===== config.mk =====
export PLATFORM = sky130hd
export DESIGN_NAME = i_buf_ds_en_seq
export DESIGN_NICKNAME = d
export VERILOG_FILES = /design/src/rtl/i_buf_ds_seq_pkg.sv /design/src/rtl/i_buf_ds_en_seq_lane_next_sel.sv /design/src/rtl/i_buf_ds_en_seq.sv
export SDC_FILE = /design/constraint.sdc
export NUM_CORES = 1
export LEC_CHECK = 0
export CORE_UTILIZATION = 45
export CTS_BUF_LIST = sky130_fd_sc_hd__clkbuf_4 sky130_fd_sc_hd__clkbuf_8 sky130_fd_sc_hd__clkbuf_16
export DETAILED_ROUTE_END_ITERATION = 16
export GPL_TIMING_DRIVEN = 1
export PLACE_DENSITY = 0.65
export SYNTH_ARGS = -nofsm -noshare
export SYNTH_HDL_FRONTEND = slang
export SYNTH_SLANG_ARGS = --single-unit

===== constraint.sdc =====
create_clock -name CLK -period 2.93 [get_ports CLK]
set_clock_uncertainty 0.15 [all_clocks]
set_input_delay 0.586 -clock CLK [delete_from_list [all_inputs] [get_ports CLK]]
set_output_delay 0.586 -clock CLK [all_outputs]
set_load 0.02 [all_outputs]

===== src/rtl/i_buf_ds_seq_pkg.sv =====
// Shared types and helpers for the differential input buffer enable sequencer.
package i_buf_ds_seq_pkg;

   // Sequencer states
   typedef enum logic [1:0] {
      ST_IDLE   = 2'd0,
      ST_ENABLE = 2'd1,
      ST_SETTLE = 2'd2,
      ST_READY  = 2'd3
   } seq_state_t;

   // Width of the shared gap/settle down-counter: wide enough for the larger interval
   function automatic int cnt_width(input int gap, input int settle);
      int mx;
      mx = (gap > settle) ? gap : settle;
      if (mx < 1) mx = 1;
      return $clog2(mx + 1);
   endfunction

endpackage


===== src/rtl/i_buf_ds_en_seq_lane_next_sel.sv =====
// Priority encoder: finds the lowest set mask bit at or above a search index
// and flags whether it is the final set bit of the mask.
module lane_next_sel
   import i_buf_ds_seq_pkg::*;
#(
   parameter int NUM_LANES = 4,
   parameter int LW        = 3
) (
   input  logic [NUM_LANES-1:0] i_mask,
   input  logic [LW-1:0]        i_from,
   output logic [LW-1:0]        o_next,
   output logic [NUM_LANES-1:0] o_next_oh,
   output logic                 o_found,
   output logic                 o_last
);

   logic w_more;

   // Scan upward from i_from; the first hit is the next lane, any later hit means more remain
   always_comb begin
      o_next    = '0;
      o_next_oh = '0;
      o_found   = 1'b0;
      w_more    = 1'b0;
      for (int i = 0; i < NUM_LANES; i++) begin
         if (i_mask[i] && (LW'(i) >= i_from)) begin
            if (!o_found) begin
               o_found      = 1'b1;
               o_next       = LW'(i);
               o_next_oh[i] = 1'b1;
            end else begin
               w_more = 1'b1;
            end
         end
      end
      o_last = o_found & ~w_more;
   end

endmodule


===== src/rtl/i_buf_ds_en_seq.sv =====
// Staggered enable sequencer: raises selected buffer enables one lane per gap,
// waits a settle interval, then reports the group ready until stopped.
module i_buf_ds_en_seq
   import i_buf_ds_seq_pkg::*;
#(
   parameter int NUM_LANES     = 4,
   parameter int GAP_CYCLES    = 4,
   parameter int SETTLE_CYCLES = 16
) (
   input  logic                 CLK,
   input  logic                 RST,
   input  logic                 START,
   input  logic                 STOP,
   input  logic [NUM_LANES-1:0] LANE_MASK,
   output logic [NUM_LANES-1:0] EN,
   output logic                 BUSY,
   output logic                 READY,
   output logic                 ERR
);

   // Lane index must be able to hold NUM_LANES itself (search start past the top lane)
   localparam int LW = $clog2(NUM_LANES + 1);
   localparam int CW = cnt_width(GAP_CYCLES, SETTLE_CYCLES);

   // Counters load interval-1 so the event lands exactly interval edges later
   localparam logic [CW-1:0] GAP_LD    = CW'(GAP_CYCLES - 1);
   localparam logic [CW-1:0] SETTLE_LD = CW'(SETTLE_CYCLES - 1);

   seq_state_t           r_state;
   logic [NUM_LANES-1:0] r_mask;
   logic [LW-1:0]        r_lane;
   logic [CW-1:0]        r_cnt;
   logic [NUM_LANES-1:0] r_en;
   logic                 r_busy;
   logic                 r_ready;
   logic                 r_err;

   logic [NUM_LANES-1:0] w_sel_mask;
   logic [LW-1:0]        w_from;
   logic [LW-1:0]        w_next;
   logic [NUM_LANES-1:0] w_next_oh;
   logic                 w_found;
   logic                 w_last;

   // In IDLE search the live mask from lane 0; otherwise search the captured mask above the current lane
   always_comb begin
      w_sel_mask = r_mask;
      w_from     = r_lane + LW'(1);
      if (r_state == ST_IDLE) begin
         w_sel_mask = LANE_MASK;
         w_from     = '0;
      end
   end

   lane_next_sel #(
      .NUM_LANES (NUM_LANES),
      .LW        (LW)
   ) u_next (
      .i_mask    (w_sel_mask),
      .i_from    (w_from),
      .o_next    (w_next),
      .o_next_oh (w_next_oh),
      .o_found   (w_found),
      .o_last    (w_last)
   );

   // Sequencer state, counter and registered outputs
   always_ff @(posedge CLK or negedge RST) begin
      if (!RST) begin
         r_state <= ST_IDLE;
         r_mask  <= '0;
         r_lane  <= '0;
         r_cnt   <= '0;
         r_en    <= '0;
         r_busy  <= 1'b0;
         r_ready <= 1'b0;
         r_err   <= 1'b0;
      end else begin
         r_err <= 1'b0;
         if (STOP && (r_state != ST_IDLE)) begin
            // Abort clears every enable at once
            r_state <= ST_IDLE;
            r_mask  <= '0;
            r_lane  <= '0;
            r_cnt   <= '0;
            r_en    <= '0;
            r_busy  <= 1'b0;
            r_ready <= 1'b0;
         end else begin
            case (r_state)
               ST_IDLE: begin
                  if (START && !STOP) begin
                     if (w_found) begin
                        r_mask <= LANE_MASK;
                        r_lane <= w_next;
                        r_en   <= r_en | w_next_oh;
                        r_busy <= 1'b1;
                        if (w_last) begin
                           r_state <= ST_SETTLE;
                           r_cnt   <= SETTLE_LD;
                        end else begin
                           r_state <= ST_ENABLE;
                           r_cnt   <= GAP_LD;
                        end
                     end else begin
                        r_err <= 1'b1;
                     end
                  end
               end
               ST_ENABLE: begin
                  if (r_cnt == '0) begin
                     if (w_found) begin
                        r_lane <= w_next;
                        r_en   <= r_en | w_next_oh;
                     end
                     if (w_last || !w_found) begin
                        r_state <= ST_SETTLE;
                        r_cnt   <= SETTLE_LD;
                     end else begin
                        r_cnt <= GAP_LD;
                     end
                  end else begin
                     r_cnt <= r_cnt - CW'(1);
                  end
               end
               ST_SETTLE: begin
                  if (r_cnt == '0) begin
                     r_state <= ST_READY;
                     r_busy  <= 1'b0;
                     r_ready <= 1'b1;
                  end else begin
                     r_cnt <= r_cnt - CW'(1);
                  end
               end
               default: begin
                  r_state <= r_state;
               end
            endcase
         end
      end
   end

   assign EN    = r_en;
   assign BUSY  = r_busy;
   assign READY = r_ready;
   assign ERR   = r_err;

endmodule


=== Word level (Yosys, flattened, before mapping) ===
Cells that the tools add are included.
Widths: inputs -> output; s select.

* Logic and storage cells: 117
* Bits of input ports: 8
* Output and inout bits: 7
* Register bits: 21

* $add $sub $neg: 2
* Equal/unequal tests: 8
* Bitwise gates (word level): 3
* Mux-type cells: 66
* Order comparisons: 4
* Reductions and logical operators: 26

{| class="wikitable"
|+ Operator list
! cell !! number
|-
| $mux 4 || 11
|-
| $mux 3 || 10
|-
| $mux 1 || 28
|-
| $mux 5 || 5
|-
| $pmux 5 s3 || 1
|-
| $mux 2 || 7
|-
| $ne 3x3->1 const B || 4
|-
| $reduce_bool 2->1 || 6
|-
| $pmux 4 s2 || 1
|-
| $reduce_and 4->1 || 2
|-
| $ge 1x3->1 const A || 2
|-
| $ge 2x3->1 const A || 2
|-
| $logic_and 1x1->1 || 6
|-
| $pmux 2 s3 || 1
|-
| $pmux 3 s2 || 1
|-
| $reduce_and 3->1 || 2
|-
| $reduce_and 6->1 || 1
|-
| $reduce_bool 3->1 || 2
|-
| $logic_not 5->1 || 1
|-
| $sub 5x1->5 const B || 1
|-
| $or 4x4->4 || 1
|-
| $reduce_bool 4->1 || 1
|-
| $add 3x1->3 const B || 1
|-
| $ne 3x1->1 const B || 1
|-
| other kinds (10) || 11
|}

=== Logic depth before layout (Yosys ltp) ===
* Word-level depth: 18
* Gate-level depth with buffers: 9
* Mapped depth without buffers: 8

=== Cells and area by module ===
Synthesis repeated with hierarchy kept, for this count alone.

* Cell total of the unflattened synthesis: 165
* Area total of the unflattened synthesis: 1468.9 µm²

{| class="wikitable"
|+ By module, submodules not included
! module !! area an instance (µm²) !! seq. area each (µm²) !! cells an instance !! instances
|-
| i_buf_ds_en_seq || 1297.5 || 525.5 || 138 || 1
|-
| lane_next_sel || 171.4 || 0.0 || 27 || 1
|}

=== Least setup slack after synthesis ===
OpenSTA, ideal clock, no wires.

* Path kind: reg-to-reg
* From: reg r_lane[0]
* To: reg r_state[0]
* Clock period less this slack: 2526 ps
* Arrival: 2249 ps
* Setup slack: 404 ps
* Stages on the path, launching flop included: 8
* Cell sequence: dfrtp_1 ha_1 or4b_4 a32oi_2 o22ai_2 a2111oi_4 nor2_2 mux2_1

* Longest elaborated chain between the ends: 18
* Elaborated cells between the ends (all ways): 32
* Those cells by class: add/sub: 1; order compare: 4; eq/ne: 2; mux: 16; bitwise: 2; reduce/logical: 7

{| class="wikitable"
|+ RTL lines
! item !! RTL line !! RTL
|-
| from (decl) || i_buf_ds_en_seq.sv:31 || <nowiki>logic [LW-1:0] r_lane;</nowiki>
|-
| from (signal assigned) || i_buf_ds_en_seq.sv:95 || <nowiki>r_lane <= w_next;</nowiki>
|-
| from (signal assigned) || i_buf_ds_en_seq.sv:113 || <nowiki>r_lane <= w_next;</nowiki>
|-
| $add 3x1->3 * || i_buf_ds_en_seq.sv:48 || <nowiki>w_from = r_lane + LW'(1);</nowiki>
|-
| $mux 3 * || i_buf_ds_en_seq.sv:49 || <nowiki>if (r_state == ST_IDLE) begin</nowiki>
|-
| $ge 1x3->1 || i_buf_ds_en_seq_lane_next_sel.sv:26 || <nowiki>if (i_mask[i] && (LW'(i) >= i_from)) begin</nowiki>
|-
| $logic_and 1x1->1 || i_buf_ds_en_seq_lane_next_sel.sv:26 ||
|-
| $mux 1 || i_buf_ds_en_seq_lane_next_sel.sv:26 ||
|-
| $mux 1 || i_buf_ds_en_seq_lane_next_sel.sv:27 || <nowiki>if (!o_found) begin</nowiki>
|-
| $mux 1 || i_buf_ds_en_seq_lane_next_sel.sv:26 ||
|-
| $mux 1 || i_buf_ds_en_seq_lane_next_sel.sv:27 ||
|-
| (+2 left out) || -- ||
|-
| $mux 1 || i_buf_ds_en_seq_lane_next_sel.sv:26 ||
|-
| $not 1->1 || i_buf_ds_en_seq_lane_next_sel.sv:36 || <nowiki>o_last = o_found & ~w_more;</nowiki>
|-
| $and 1x1->1 || i_buf_ds_en_seq_lane_next_sel.sv:36 ||
|-
| $mux 2 || i_buf_ds_en_seq.sv:98 || <nowiki>if (w_last) begin</nowiki>
|-
| $mux 2 || i_buf_ds_en_seq.sv:93 || <nowiki>if (w_found) begin</nowiki>
|-
| $mux 2 || i_buf_ds_en_seq.sv:92 || <nowiki>if (START && !STOP) begin</nowiki>
|-
| $pmux 2 s3 || i_buf_ds_en_seq.sv:90 || <nowiki>case (r_state)</nowiki>
|-
| $mux 2 || i_buf_ds_en_seq.sv:80 || <nowiki>if (STOP && (r_state != ST_IDLE)) begin</nowiki>
|-
| to (signal assigned) || i_buf_ds_en_seq.sv:136 || <nowiki>r_state <= r_state;</nowiki>
|-
| to (decl) || i_buf_ds_en_seq.sv:29 || <nowiki>seq_state_t r_state;</nowiki>
|}

Every way passes the cells marked *; elsewhere a longest branch is shown, timed or not. The select of a mux whose other input is x is not followed.
A chain may end at the register's enable or synchronous reset.

=== Worst setup path after layout ===
* From: reg r_state[0]
* To: reg r_state[1]

* Longest elaborated chain between the ends: 18
* Elaborated cells between the ends (all ways): 41
* Those cells by class: order compare: 4; eq/ne: 7; mux: 17; bitwise: 2; reduce/logical: 11

{| class="wikitable"
|+ RTL lines
! item !! RTL line
|-
| $logic_not 2->1 || i_buf_ds_en_seq.sv:49, i_buf_ds_en_seq.sv:90
|-
| $mux 3 || i_buf_ds_en_seq.sv:49
|-
| $ge 1x3->1 || i_buf_ds_en_seq_lane_next_sel.sv:26
|-
| $logic_and 1x1->1 || i_buf_ds_en_seq_lane_next_sel.sv:26
|-
| $mux 1 || i_buf_ds_en_seq_lane_next_sel.sv:26
|-
| $mux 1 || i_buf_ds_en_seq_lane_next_sel.sv:27
|-
| $mux 1 || i_buf_ds_en_seq_lane_next_sel.sv:26
|-
| $mux 1 || i_buf_ds_en_seq_lane_next_sel.sv:27
|-
| (+2 left out) || --
|-
| $mux 1 || i_buf_ds_en_seq_lane_next_sel.sv:26
|-
| $not 1->1 || i_buf_ds_en_seq_lane_next_sel.sv:36
|-
| $and 1x1->1 || i_buf_ds_en_seq_lane_next_sel.sv:36
|-
| $mux 2 || i_buf_ds_en_seq.sv:98
|-
| $mux 2 || i_buf_ds_en_seq.sv:93
|-
| $mux 2 || i_buf_ds_en_seq.sv:92
|-
| $pmux 2 s3 || i_buf_ds_en_seq.sv:90
|-
| $mux 2 || i_buf_ds_en_seq.sv:80
|}

Parallel ways exist; a longest one is shown, timed or not. The select of a mux whose other input is x is not followed.

==> flow_metrics.py <==
metrics = {
    "yosys": {
        "yosysSeqAreaShare": 0.336,
        "syn_area_per_cell_um2": 8.83,
        "yosysUniqueCellTypes": 53,
        "synth_edf_count": 0,
        "synth.largest_area_cell": "dfrtp_1",
        "async_flop_share": 1.00,
        "ys_warn_count": 0,
        "synth_top_area_frac": 0.336,
        "ys_ff_latch": 20,
        "synth_ff_type": "dfrtp_1",
        "syn_nets": 183,
        "synth_area_um2": 1490,
        "synth_cells": 169,
        "synth.area.top_cells": "dfrtp_1 34%, a21oi_1 5.4%, ha_1 5.0%",
    },
    "die": {
        "rows": 20,
        "die_y_um": 59.6,
        "die_area_um2": 3550,
        "core_um2": 3100,
        "io_pins": 15,
        "initial_core_util": 0.481,
        "die_x_um": 59.6,
    },
    "global_routing": {
        "overflow": 0,
        "grt_max_degree": 21,
        "antenna_found_initial": 0,
        "grt_pass1_vias": 1301,
        "grt_use_total": 0.233,
        "grt_pass1_wl_um": 6110,
    },
    "timing": {
        "fin_crit_sh": 0.945,
        "slew_headroom": 0.632,
        "fmaxAchievable_mhz": 361,
        "rsz0062_at_grt": "false",
        "fin_tns_setup_ns": 0,
        "finalSetupViolCount": 0,
        "tightest_slew_ns": 0.552,
        "hold_viol": 0,
        "period_minus_slack_ns": 2.77,
        "finalMaxSlewViolations": 0,
        "holdWs_ns": 0.357,
    },
    "clock_tree": {
        "post-cts-setup-buffers": 0,
        "cts-htree-levels": 1,
        "clock_latency_ns": 0.32,
        "cts_buffers": 3,
        "clk_pin_slew_ns": 0.13,
        "cts_sinks": 20,
        "cts-hold-fix-buffers": 0,
        "clockRootBuffer": "clkbuf_4",
        "cts_tree": "yes",
        "clk_path_buf_depth": 2,
        "cts.repair.resized": 0,
    },
    "power_and_ir_drop": {
        "swShare": 0.473,
        "seq_power_share": 0.223,
        "ir_drop_uv": 488,
        "leakage_uw": 0.000739,
        "p_per_area_nw_per_um2": 1220,
        "p_switching_uw": 1010,
        "internal_power_uw": 1120,
        "clkPwrFrac": 0.108,
        "pwr-share-comb": 0.668,
    },
    "worst_setup_path": {
        "path_cells": "inv_1 > ha_1 > mux2_2 > a211oi_4 > and3b_1 > a2111oi_4 > nor2_2 > mux2_1",
        "cp_num_buf_inv": 1,
        "path_max_fanout": 6,
        "cp-start-kind": "flip-flop",
        "cp.arrival_ns": 2.83,
        "cp.required_ns": 2.99,
        "crit_type": "reg -> reg",
        "path_delay_family": "multiplexers",
        "cpPeakStageDelay_ns": 0.43,
        "crit_path_end_kind": "flip-flop",
        "slowest_stage": "mux2_2",
    },
    "status": {
        "status": "completed",
    },
    "route": {
        "vias": 1388,
        "firstDrtPassIters": 4,
        "viasPerCell": 5.93,
        "totalWireLength_um": 3700,
        "drt_iter0_markers": 76,
        "dr_wl_met3_um": 187,
        "met2WireLength_um": 1730,
        "top_layer": "met4",
        "drcViolationCount": 0,
        "wl_per_cell_um": 15.8,
        "wl_met1_um": 1720,
        "ant_nets": 0,
    },
    "cells_and_area": {
        "fin_util": 0.563,
        "drive_gt1_frac": 0.147,
        "n_antenna_cell": 0,
        "instances_no_fill": 234,
        "multi_input_area_um2": 893,
        "syn_to_final_growth_pct": 17.1,
        "fin_nets": 205,
        "fill_cells": 308,
        "regArea_um2": 500,
        "fin_area_um2": 1750,
    },
    "place": {
        "gp_congestion": 0.908,
        "io_buffers": 14,
        "dp_cells": 230,
        "dpl.hpwl_um": 2830,
        "placed_cell_area_um2": 1690,
    },
    "worst_hold_path": {
        "hold_class": "reg -> reg",
    },
    "job": {
        "maxCapViolCount": 0,
    },
}
==> synth_stat cells (all sizes together), types with 3 or more instances <==
cell     n
o22ai    6
ha       6
mux2     3
dfrtp   20
clkbuf   4
and2     3
o21ai   11
nand2b   3
nor2    16
inv     10
nand3    6
nand2   19
nor3b    3
a21oi   16
a31oi    4
==> stage by stage <==
stage	setup WS (ns)	power, uW
6_report	0.160	2130
2_1_floorplan	0.404	1520
4_1_cts	0.180	2130
5_1_grt	0.0126	2300
3_5_place_dp	0.107	1890
3_3_place_gp	0.205	1840
==> power groups by stage <==
| stage | Combinational [uW] | Clock, uW | Sequential [uW] |
|---|---|---|---|
| after global routing | 1560 | 244 | 488 |
| after detailed placement | 1400 | 0 | 481 |
| after floorplan | 1020 | 0 | 496 |
| after global placement | 1360 | 0 | 473 |
| final | 1420 | 231 | 476 |
| after CTS | 1420 | 236 | 475 |
==> path summary, 6_finish.rpt <==
kind,from,endpoint,slack (ns),depth (start not counted)
max in group asynchronous,RST,EN[3],1.96,2
setup / recovery,r_state[0],r_state[1],0.16,8
setup reg to reg,r_state[0],r_state[1],0.16,8
min in group asynchronous,RST,EN[2],0.44,2
hold / removal,EN[1],EN[1],0.36,2
hold reg to reg,EN[1],EN[1],0.36,2
==> cell usage in the layout, fill, tap and decap left out, types with 2 or more instances in the layout <==
cell type	count
o22ai_1	4
nand2b_1	3
nand3_1	6
a21oi_1	16
clkdlybuf4s50_1	14
a31oi_1	4
and2_1	2
o21a_1	2
nor2_1	15
ha_1	6
nor3_1	2
xnor2_1	2
nand2_1	19
o21ai_0	11
o2bb2ai_1	2
dfrtp_1	20
clkbuf_4	3
o22ai_2	2
inv_1	10
buf_4	9
mux2_1	2
nor4b_1	2
nor3b_1	3
nor2b_1	2
==> per-layer routing <==
layer	GRT usage	up-vias
met5	0	-
met1	0.316	672
met2	0.385	45
li1	-	664
met3	0.0218	7
met4	0.0831	0
==> worst min-delay path, cell delays in order (launching register included) <==
cell and delay [ns]:
dfrtp_1 0.36, a31oi_1 0.04, nor2_1 0.07
==> registers in the layout (all words and copies together) (netlist names) <==
| register | flops |
|---|---|
| BUSY | 1 |
| EN | 4 |
| ERR | 1 |
| READY | 1 |
| r_cnt | 5 |
| r_lane | 2 |
| r_mask | 4 |
| r_state | 2 |
==> layout make-up <==
cell class,count,share of cell area
clock buffer,3,0.0129
tap,44,0.0315
inverter,10,0.0215
multi-input combinational,133,0.511
clock inverter,1,0.0172
timing repair buffer,23,0.119
sequential,20,0.287
==> cells by family after synthesis <==
logic type	count (synthesis)	synth area share
AO/OA/AOI/OAI	58	0.289
XOR/XNOR	2	0.0117
adder cells (fa/ha/maj)	6	0.0503
buffers and inverters	16	0.0654
flip-flops	20	0.336
multiplexers	3	0.0226
AND/OR/NAND/NOR	64	0.226
No activity file was read; power rests on OpenSTA's default activity.
